--- config.mk ---
export PLATFORM = sky130hd
export DESIGN_NAME = program_loader_flat
export DESIGN_NICKNAME = d
export VERILOG_FILES = /design/src/rtl/program_loader_if.sv /design/src/rtl/program_loader.sv /design/src/flat_wrapper.sv
export SDC_FILE = /design/constraint.sdc
export NUM_CORES = 1
export LEC_CHECK = 0
export ABC_AREA = 1
export ABC_CLOCK_PERIOD_IN_PS = 2800
export CORE_ASPECT_RATIO = 1.5
export CORE_MARGIN = 2
export CORE_UTILIZATION = 25
export DETAILED_ROUTE_END_ITERATION = 12
export HOLD_SLACK_MARGIN = 0.12
export PLACE_DENSITY = 0.38
export SLEW_MARGIN = 20
export SYNTH_ARGS = -nofsm -noshare
export SYNTH_HDL_FRONTEND = slang
export SYNTH_SLANG_ARGS = --single-unit
--- constraint.sdc ---
create_clock -name clk -period 2.8 [get_ports clk]
set_clock_uncertainty 0.2 [all_clocks]
set_input_delay 0.28 -clock clk [delete_from_list [all_inputs] [get_ports clk]]
set_output_delay 0.28 -clock clk [all_outputs]
set_load 0.02 [all_outputs]
--- src/rtl/program_loader_if.sv ---
// Boot loader bus bundle: UART byte stream in, acknowledge byte out,
// instruction-memory write port and core release signals.
interface program_loader_if #(
  parameter int ADDR_W = 5
);
  logic [7:0]        rx_data;
  logic              rx_valid;
  logic [7:0]        tx_data;
  logic              tx_valid;
  logic              tx_ready;
  logic              imem_we;
  logic [ADDR_W-1:0] imem_addr;
  logic [31:0]       imem_wdata;
  logic              core_rstn;
  logic              loaded;

  // master: the loader itself; slave: UART, instruction memory and core side
  modport master (
    input  rx_data, rx_valid, tx_ready,
    output tx_data, tx_valid, imem_we, imem_addr, imem_wdata, core_rstn, loaded
  );

  modport slave (
    output rx_data, rx_valid, tx_ready,
    input  tx_data, tx_valid, imem_we, imem_addr, imem_wdata, core_rstn, loaded
  );
endinterface

--- src/rtl/program_loader.sv ---
// Boot sequencer: holds the core in reset, loads a length-prefixed little-endian
// program into instruction memory, sends an acknowledge byte, then releases the core.
module program_loader #(
  parameter int          ADDR_W   = 5,
  parameter logic [7:0]  ACK_BYTE = 8'hAA
) (
  input  logic              clk,
  input  logic              rst,
  program_loader_if.master  bus
);

  typedef enum logic [1:0] {HDR, LOAD, ACK, RUN} state_t;

  state_t            state_q, state_d;
  logic [1:0]        byte_cnt_q, byte_cnt_d;
  logic [31:0]       shift_q, shift_d;
  logic [31:0]       n_q, n_d;
  logic [31:0]       word_cnt_q, word_cnt_d;
  logic              tx_valid_q, tx_valid_d;
  logic [7:0]        tx_data_q, tx_data_d;
  logic              imem_we_q, imem_we_d;
  logic [ADDR_W-1:0] imem_addr_q, imem_addr_d;
  logic [31:0]       imem_wdata_q, imem_wdata_d;
  logic              core_rstn_q, core_rstn_d;
  logic              loaded_q, loaded_d;

  logic [31:0]       word_in;
  logic              word_done;

  always_comb begin
    // Bytes shift in from the top so the first byte ends up in [7:0].
    word_in      = {bus.rx_data, shift_q[31:8]};
    word_done    = bus.rx_valid && (byte_cnt_q == 2'd3);

    state_d      = state_q;
    byte_cnt_d   = byte_cnt_q;
    shift_d      = shift_q;
    n_d          = n_q;
    word_cnt_d   = word_cnt_q;
    tx_valid_d   = tx_valid_q;
    tx_data_d    = tx_data_q;
    imem_we_d    = 1'b0;
    imem_addr_d  = imem_addr_q;
    imem_wdata_d = imem_wdata_q;
    core_rstn_d  = core_rstn_q;
    loaded_d     = loaded_q;

    case (state_q)
      HDR: begin
        if (bus.rx_valid) begin
          shift_d    = word_in;
          byte_cnt_d = byte_cnt_q + 2'd1;
          if (word_done) begin
            n_d = word_in;
            if (word_in == 32'd0) begin
              // Empty program: acknowledge immediately.
              state_d    = ACK;
              tx_valid_d = 1'b1;
              tx_data_d  = ACK_BYTE;
            end else begin
              state_d = LOAD;
            end
          end
        end
      end
      LOAD: begin
        if (bus.rx_valid) begin
          shift_d    = word_in;
          byte_cnt_d = byte_cnt_q + 2'd1;
          if (word_done) begin
            word_cnt_d   = word_cnt_q + 32'd1;
            imem_addr_d  = word_cnt_q[ADDR_W-1:0];
            imem_wdata_d = word_in;
            // Words beyond memory depth are counted but never written.
            imem_we_d    = (word_cnt_q[31:ADDR_W] == '0);
            if (word_cnt_q + 32'd1 == n_q) begin
              state_d = ACK;
            end
          end
        end
      end
      ACK: begin
        if (tx_valid_q && bus.tx_ready) begin
          state_d     = RUN;
          tx_valid_d  = 1'b0;
          tx_data_d   = 8'd0;
          core_rstn_d = 1'b1;
          loaded_d    = 1'b1;
        end else begin
          tx_valid_d = 1'b1;
          tx_data_d  = ACK_BYTE;
        end
      end
      RUN: begin
      end
      default: state_d = HDR;
    endcase
  end

  always_ff @(posedge clk) begin
    if (rst) begin
      state_q      <= HDR;
      byte_cnt_q   <= 2'd0;
      shift_q      <= 32'd0;
      n_q          <= 32'd0;
      word_cnt_q   <= 32'd0;
      tx_valid_q   <= 1'b0;
      tx_data_q    <= 8'd0;
      imem_we_q    <= 1'b0;
      imem_addr_q  <= '0;
      imem_wdata_q <= 32'd0;
      core_rstn_q  <= 1'b0;
      loaded_q     <= 1'b0;
    end else begin
      state_q      <= state_d;
      byte_cnt_q   <= byte_cnt_d;
      shift_q      <= shift_d;
      n_q          <= n_d;
      word_cnt_q   <= word_cnt_d;
      tx_valid_q   <= tx_valid_d;
      tx_data_q    <= tx_data_d;
      imem_we_q    <= imem_we_d;
      imem_addr_q  <= imem_addr_d;
      imem_wdata_q <= imem_wdata_d;
      core_rstn_q  <= core_rstn_d;
      loaded_q     <= loaded_d;
    end
  end

  assign bus.tx_valid   = tx_valid_q;
  assign bus.tx_data    = tx_data_q;
  assign bus.imem_we    = imem_we_q;
  assign bus.imem_addr  = imem_addr_q;
  assign bus.imem_wdata = imem_wdata_q;
  assign bus.core_rstn  = core_rstn_q;
  assign bus.loaded     = loaded_q;

endmodule

--- src/flat_wrapper.sv ---
// flat-port wrapper written by rule: the top's interface ports become plain ports
module program_loader_flat 
#(
  parameter int          ADDR_W   = 5,
  parameter logic [7:0]  ACK_BYTE = 8'hAA
)
  (clk, rst, bus_rx_data, bus_rx_valid, bus_tx_ready, bus_tx_data, bus_tx_valid, bus_imem_we, bus_imem_addr, bus_imem_wdata, bus_core_rstn, bus_loaded);
  program_loader_if #(.ADDR_W(ADDR_W)) bus_i ();
  input  logic clk;
  input  logic rst;
  input wire logic [$bits(bus_i.rx_data)-1:0] bus_rx_data;
  input wire logic [$bits(bus_i.rx_valid)-1:0] bus_rx_valid;
  input wire logic [$bits(bus_i.tx_ready)-1:0] bus_tx_ready;
  output wire logic [$bits(bus_i.tx_data)-1:0] bus_tx_data;
  output wire logic [$bits(bus_i.tx_valid)-1:0] bus_tx_valid;
  output wire logic [$bits(bus_i.imem_we)-1:0] bus_imem_we;
  output wire logic [$bits(bus_i.imem_addr)-1:0] bus_imem_addr;
  output wire logic [$bits(bus_i.imem_wdata)-1:0] bus_imem_wdata;
  output wire logic [$bits(bus_i.core_rstn)-1:0] bus_core_rstn;
  output wire logic [$bits(bus_i.loaded)-1:0] bus_loaded;
  assign bus_i.rx_data = bus_rx_data;
  assign bus_i.rx_valid = bus_rx_valid;
  assign bus_i.tx_ready = bus_tx_ready;
  assign bus_tx_data = bus_i.tx_data;
  assign bus_tx_valid = bus_i.tx_valid;
  assign bus_imem_we = bus_i.imem_we;
  assign bus_imem_addr = bus_i.imem_addr;
  assign bus_imem_wdata = bus_i.imem_wdata;
  assign bus_core_rstn = bus_i.core_rstn;
  assign bus_loaded = bus_i.loaded;
  program_loader #(.ADDR_W(ADDR_W), .ACK_BYTE(ACK_BYTE)) u_core (.clk(clk), .rst(rst), .bus(bus_i));
endmodule
* Word level (Yosys, flattened, before mapping)
Cells that the tools add are included.
** Storage, ports and cells
- ROM bits :: 0
- Output and inout port bits :: 49
- Memories kept :: 0
- Register bits :: 148
- Input port bits :: 12
- Bits in writable memories :: 0
- Latch bits :: 0
- Word-level logic and storage cells :: 60
** Cells by class
- $mul :: 0
- Reductions and logical operators :: 15
- Div/mod/pow operators :: 0
- Bitwise gates (word level) :: 3
- Shift-type cells :: 0
- Equality and inequality tests :: 11
- Order comparisons :: 0
- Muxes and demuxes :: 18
- Add/subtract/negate cells :: 2
** Operators with widths (number)
- adder 32 x 1 -> 32 bit (second input constant) :: 1
- == test 32 bit :: 1
- logical NOT 32 bit :: 1
- 2-to-1 mux 8 bit :: 4
- logical NOT 27 bit :: 1
- case mux 8 bit (2 select lines) :: 1
- 2-to-1 mux 2 bit :: 7
- inequality test 2 x 1 -> 1 bit (second input constant) :: 5
- AND reduction 7 bit :: 1
- case mux 2 bit (3 select lines) :: 1
- AND reduction 3 bit :: 2
- == test 2 bit (second input constant) :: 2
- 2-to-1 mux 1 bit :: 4
- inequality test 2 bit (second input constant) :: 2
- AND reduction 2 bit :: 2
- AND reduction 4 bit :: 1
- OR reduction 4 bit :: 1
- NOT 1 bit :: 3
- nonzero test 3 bit :: 1
- adder 2 x 1 -> 2 bit (second input constant) :: 1
- == test 2 x 1 -> 1 bit (second input constant) :: 1
- logical AND 1 bit :: 2
- logical NOT 2 bit :: 1
- case mux 1 bit (2 select lines) :: 1
- other kinds (2) :: 2

* Logic depth before layout (Yosys ltp)
- Depth after elaboration :: 6
- Depth in mapped cells :: 18
- Gate-level depth less buffers :: 18

* Least setup slack after synthesis
OpenSTA, ideal clock, no wires.
- Kind :: reg-to-reg
- Start :: register u_core.word_cnt_q[0]
- End :: register u_core.state_q[0]
- Slack :: 0.590 ns
- Arrival :: 1.895 ns
- Buffers on the path :: 0
- Stages on the path, launching flop included :: 19
- Clock period less this slack :: 2.210 ns
- Library setup time :: 0.115 ns
- Required time :: 2.485 ns
- Cells stage by stage :: dfxtp_1 -> ha_1 -> nand2_2 -> nor2_4 -> nand2_1 -> nor2_2 -> nand2_1 -> nand2_1 -> nand2_1 -> nand2_1 -> nand2_1 -> nor2_1 -> nand2_1 -> nor2_1 -> nand3_1 -> nand2_2 -> nand3_1 -> nand2_1 -> nor2_1
** On the way
- Cells in the longest elaborated chain, start to end :: 4
** RTL lines
- start, declared :: line program_loader.sv:18 : logic [31:0] word_cnt_q, word_cnt_d;
- start signal, assigned :: line program_loader.sv:119 : word_cnt_q <= word_cnt_d;
- adder 32 x 1 -> 32 bit :: line program_loader.sv:76 : if (word_cnt_q + 32'd1 == n_q) begin
- == test 32 bit :: line program_loader.sv:76
- inequality test 2 x 1 -> 1 bit (no source line)
- AND reduction 7 bit (no source line)
- end signal, assigned :: line program_loader.sv:115 : state_q <= state_d;
- end, declared :: line program_loader.sv:14 : state_t state_q, state_d;
No other way between the ends.
A chain may end at the register's enable or synchronous reset.

* Worst setup path after layout
- Start :: register u_core.word_cnt_q[5]
- End :: register u_core.state_q[0]
Same word-level chain as after synthesis.

==> summary.md <==
- status: completed
- max-slew violation count: 0
- CTS clk-pin slew, worst paths: 0.06 ns
- number of rows created at floorplan: 72
- Most Frequent Cell on Critical Path: sky130_fd_sc_hd__nand2_1
- io pins: 61
- sequential cell area fraction in the yosys report: 0.401
- Post-CTS Setup Repair Bufs: 0
- cell types occupying the most area after synthesis: sky130_fd_sc_hd__dfxtp_1 40%, sky130_fd_sc_hd__nand2_1 11%, sky130_fd_sc_hd__o21ai_0 8.7%
- proportion of layout cells with a drive suffix above 1: 0.0887
- Port Buffer Count: 56
- IR drop worst, VDD: 394 µV
- area of all placed cells without fillers: 0.00826 mm²
- buffer levels on the longest clock path: 2
- type of the tightest min-delay check: flop to flop
- post-route fraction of the period consumed by the critical path: 0.879
- kind of end point of the critical path: flop
- detailed-route wire length: 21600 µm
- nature of the critical path startpoint: flop
- fraction of the core area covered by cells at the end of the flow: 0.320
- Die Width: 137 µm
- vias per cell: 4.50
- count of vias placed by the detailed router: 6266
- Post-Synthesis Cell Area: 0.00659 mm²
- number of distinct library cells after synthesis: 29
- ranking of synthesized cells by instance count: 185 x sky130_fd_sc_hd__nand2_1, 132 x sky130_fd_sc_hd__dfxtp_1, 131 x sky130_fd_sc_hd__nor2_1
- Post-synth EDFFs: 0
- number of remaining DRC errors: 0
- final hold vios: 0
- total of fill cells in the finished design: 2787
- number of global-route vias before repair: 6158
- share of synthesized registers carrying an async set or reset: 0
- hpwl dp: 16300 µm
- clock latency at the later pin of the worst-skew pair: 0.43 ns
- maximum number of pins on one net before global-route repair: 43
- Die Outline Area: 0.0277 mm²
- number of warnings reported in the yosys synthesis log: 0
- power density over the cells: 654 mW/mm²
- 1st-iter DRT viols: 246
- data required time of the critical path: 2.92 ns
- die outline height: 203 µm
- transition at the pin with the smallest max-transition slack: 0.737 ns
- cell type of the slowest stage on the worst timing path: sky130_fd_sc_hd__dfxtp_1
- number of nets at the end of the flow: 1065
- H-tree level count: 4
- worst-case headroom to the max-slew limit: 0.508
- register-to-register path setup slack: 0.34 ns
- Crit path arrival time: 2.58 ns
- total of endpoints with negative setup slack in the final report: 0
- initial cell density of the core: 0.255
- cell leakage power: 3.53 nW
- Inserted Diodes: 0
- 1st-pass router iterations: 5
- remaining antenna violation count after routing: 0
- Root Driver: sky130_fd_sc_hd__clkbuf_16
- floorplan core area: 0.0259 mm²
- final global-route overflow total: 0
- post-placement cell area: 0.00763 mm²
- antenna violations before repair: 0
- worst-path fanout max: 6
- post-route minimum period: 2.46 ns
- wire length of the first global-routing pass: 34700 µm
- TritonCTS clock tree: yes
- flip-flop and latch count after synthesis: 132
- top flip-flop cell by instance count after synthesis: sky130_fd_sc_hd__dfxtp_1
- max cap viols: 0
- wire length per cell after detailed routing: 15.5 µm
- setup repair after global routing missed its margin: no
- sum of negative setup slack: 0 ns
- list of cells traversed by the critical path: nand2_1 > nor2_2 > nand2_4 > inv_1 > nand2_1 > nand2_1 > nand3_1 > nand2_1 > nand2_1 > nor2_1 > nand2_1 > nor2_1 > nand3_1 > nand2_2 > nand3_1 > nand2_1 > nor2_1
- most used standard cell by instance count after synthesis: sky130_fd_sc_hd__nand2_1
- total clock buffers created by CTS: 17
- overall track demand over capacity in global routing: 0.165
- category of the critical setup timing path: flop to flop
- cell type with the highest aggregate area in the netlist: sky130_fd_sc_hd__dfxtp_1
- top-area cell type share of the netlist area: 0.401
- clock tree sinks: 132
- Gate Count Post-Synth: 988
- global placement routability congestion: 0.832
- layout overhead on the synthesized area: 25.3%
- maximum achievable frequency: 406 MHz
- Mean Syn Cell Area: 6.67 µm²
- slowest cell delay on critical path: 0.42 ns
-- per-layer routing --
| metal | vias to the layer above | track usage | routed length [µm] |
|---|---|---|---|
| met1 | 2840 | 0.204 | 9840 |
| met5 | - | 0 | 0 |
| met2 | 86 | 0.281 | 10700 |
| met4 | 0 | 0.0699 | 616 |
| met3 | 27 | 0.0262 | 509 |
| li1 | 3313 | - | - |
-- where the power goes --
group	internal [mW]	switching, mW
logic	0.306	0.543
clock network	1.49	0.857
registers	2.04	0.167
total	3.84	1.57
-- cell families after synthesis --
logic type / synth area share
AOI/OAI and AO/OA: 0.167
xor gates and xnor gates: 0.0120
adders and majority gates: 0.0114
buffers and inverters: 0.104
DFF: 0.401
other: 0.000569
and+or+nand+nor: 0.305
-- final cells by class --
cell class	count	area [µm²]	share of cell area
inverter	122	458	0.0554
sequential	132	2650	0.320
clock buffer	23	488	0.0591
multi-input combinational	687	3300	0.399
tap	333	417	0.0504
timing repair buffer	87	831	0.101
clock inverter	9	125	0.0151
-- sequential cells by signal, indices dropped and copies added, names as in the netlist --
signal	count
u_core.bus.imem_wdata	32
u_core.bus.imem_we	1
u_core.bus.core_rstn	1
u_core.word_cnt_q	32
u_core.state_q	2
u_core.bus.tx_data	1
u_core.n_q	32
u_core.shift_q	24
u_core.byte_cnt_q	2
u_core.bus.imem_addr	5
-- final timing paths --
check	start	endpoint	depth (start not counted)
hold reg to reg	u_core.byte_cnt_q[0]	u_core.byte_cnt_q[0]	1
setup reg to reg	u_core.word_cnt_q[5]	u_core.state_q[0]	17
setup / recovery	u_core.word_cnt_q[5]	u_core.state_q[0]	17
hold / removal	u_core.byte_cnt_q[0]	u_core.byte_cnt_q[0]	1
-- repair_timing --
item | 4_1_cts | 5_1_grt
resized for setup | 0 | 6
hold buffers | 0 | 0
setup endpoints to repair | 0 | 2
-- critical path: cells and delay by family (launching register included) --
kind	cells	cell delay [ns]
simple gates	16	1.64
flops	1	0.42
buf+inv	1	0.10
-- layout by cell type (no fill, tap or decap), types with 3 or more instances in the layout --
master / instances
sky130_fd_sc_hd__nand2_1: 184
sky130_fd_sc_hd__dfxtp_1: 130
sky130_fd_sc_hd__nor2_1: 129
sky130_fd_sc_hd__inv_1: 120
sky130_fd_sc_hd__o21ai_0: 114
sky130_fd_sc_hd__nand3_1: 93
sky130_fd_sc_hd__a21oi_1: 78
sky130_fd_sc_hd__clkdlybuf4s50_1: 56
sky130_fd_sc_hd__buf_4: 28
sky130_fd_sc_hd__clkbuf_16: 17
sky130_fd_sc_hd__o211ai_1: 14
sky130_fd_sc_hd__nor2_2: 13
sky130_fd_sc_hd__nor4_1: 13
sky130_fd_sc_hd__xor2_1: 7
sky130_fd_sc_hd__nor2_4: 6
sky130_fd_sc_hd__nand2_2: 6
sky130_fd_sc_hd__nand4_1: 6
sky130_fd_sc_hd__ha_1: 5
sky130_fd_sc_hd__conb_1: 4
sky130_fd_sc_hd__clkinv_2: 4
sky130_fd_sc_hd__clkbuf_8: 4
sky130_fd_sc_hd__bufinv_16: 3
sky130_fd_sc_hd__buf_12: 3
-- metrics by stage --
stage | setup slack (ns) | std cells | hold WS, ns | power (mW)
floorplan | 0.590 | 991 | 0.215 | 2.78
global placement | 0.184 | 1361 | 0.252 | 3.12
detailed placement | 0.148 | 1361 | 0.258 | 3.12
CTS | 0.130 | 1393 | 0.265 | 5.50
global route | 0.0452 | 1393 | 0.292 | 5.71
finish | 0.340 | 1393 | 0.266 | 5.40
Note: power is estimated with default switching activity, not from simulation.
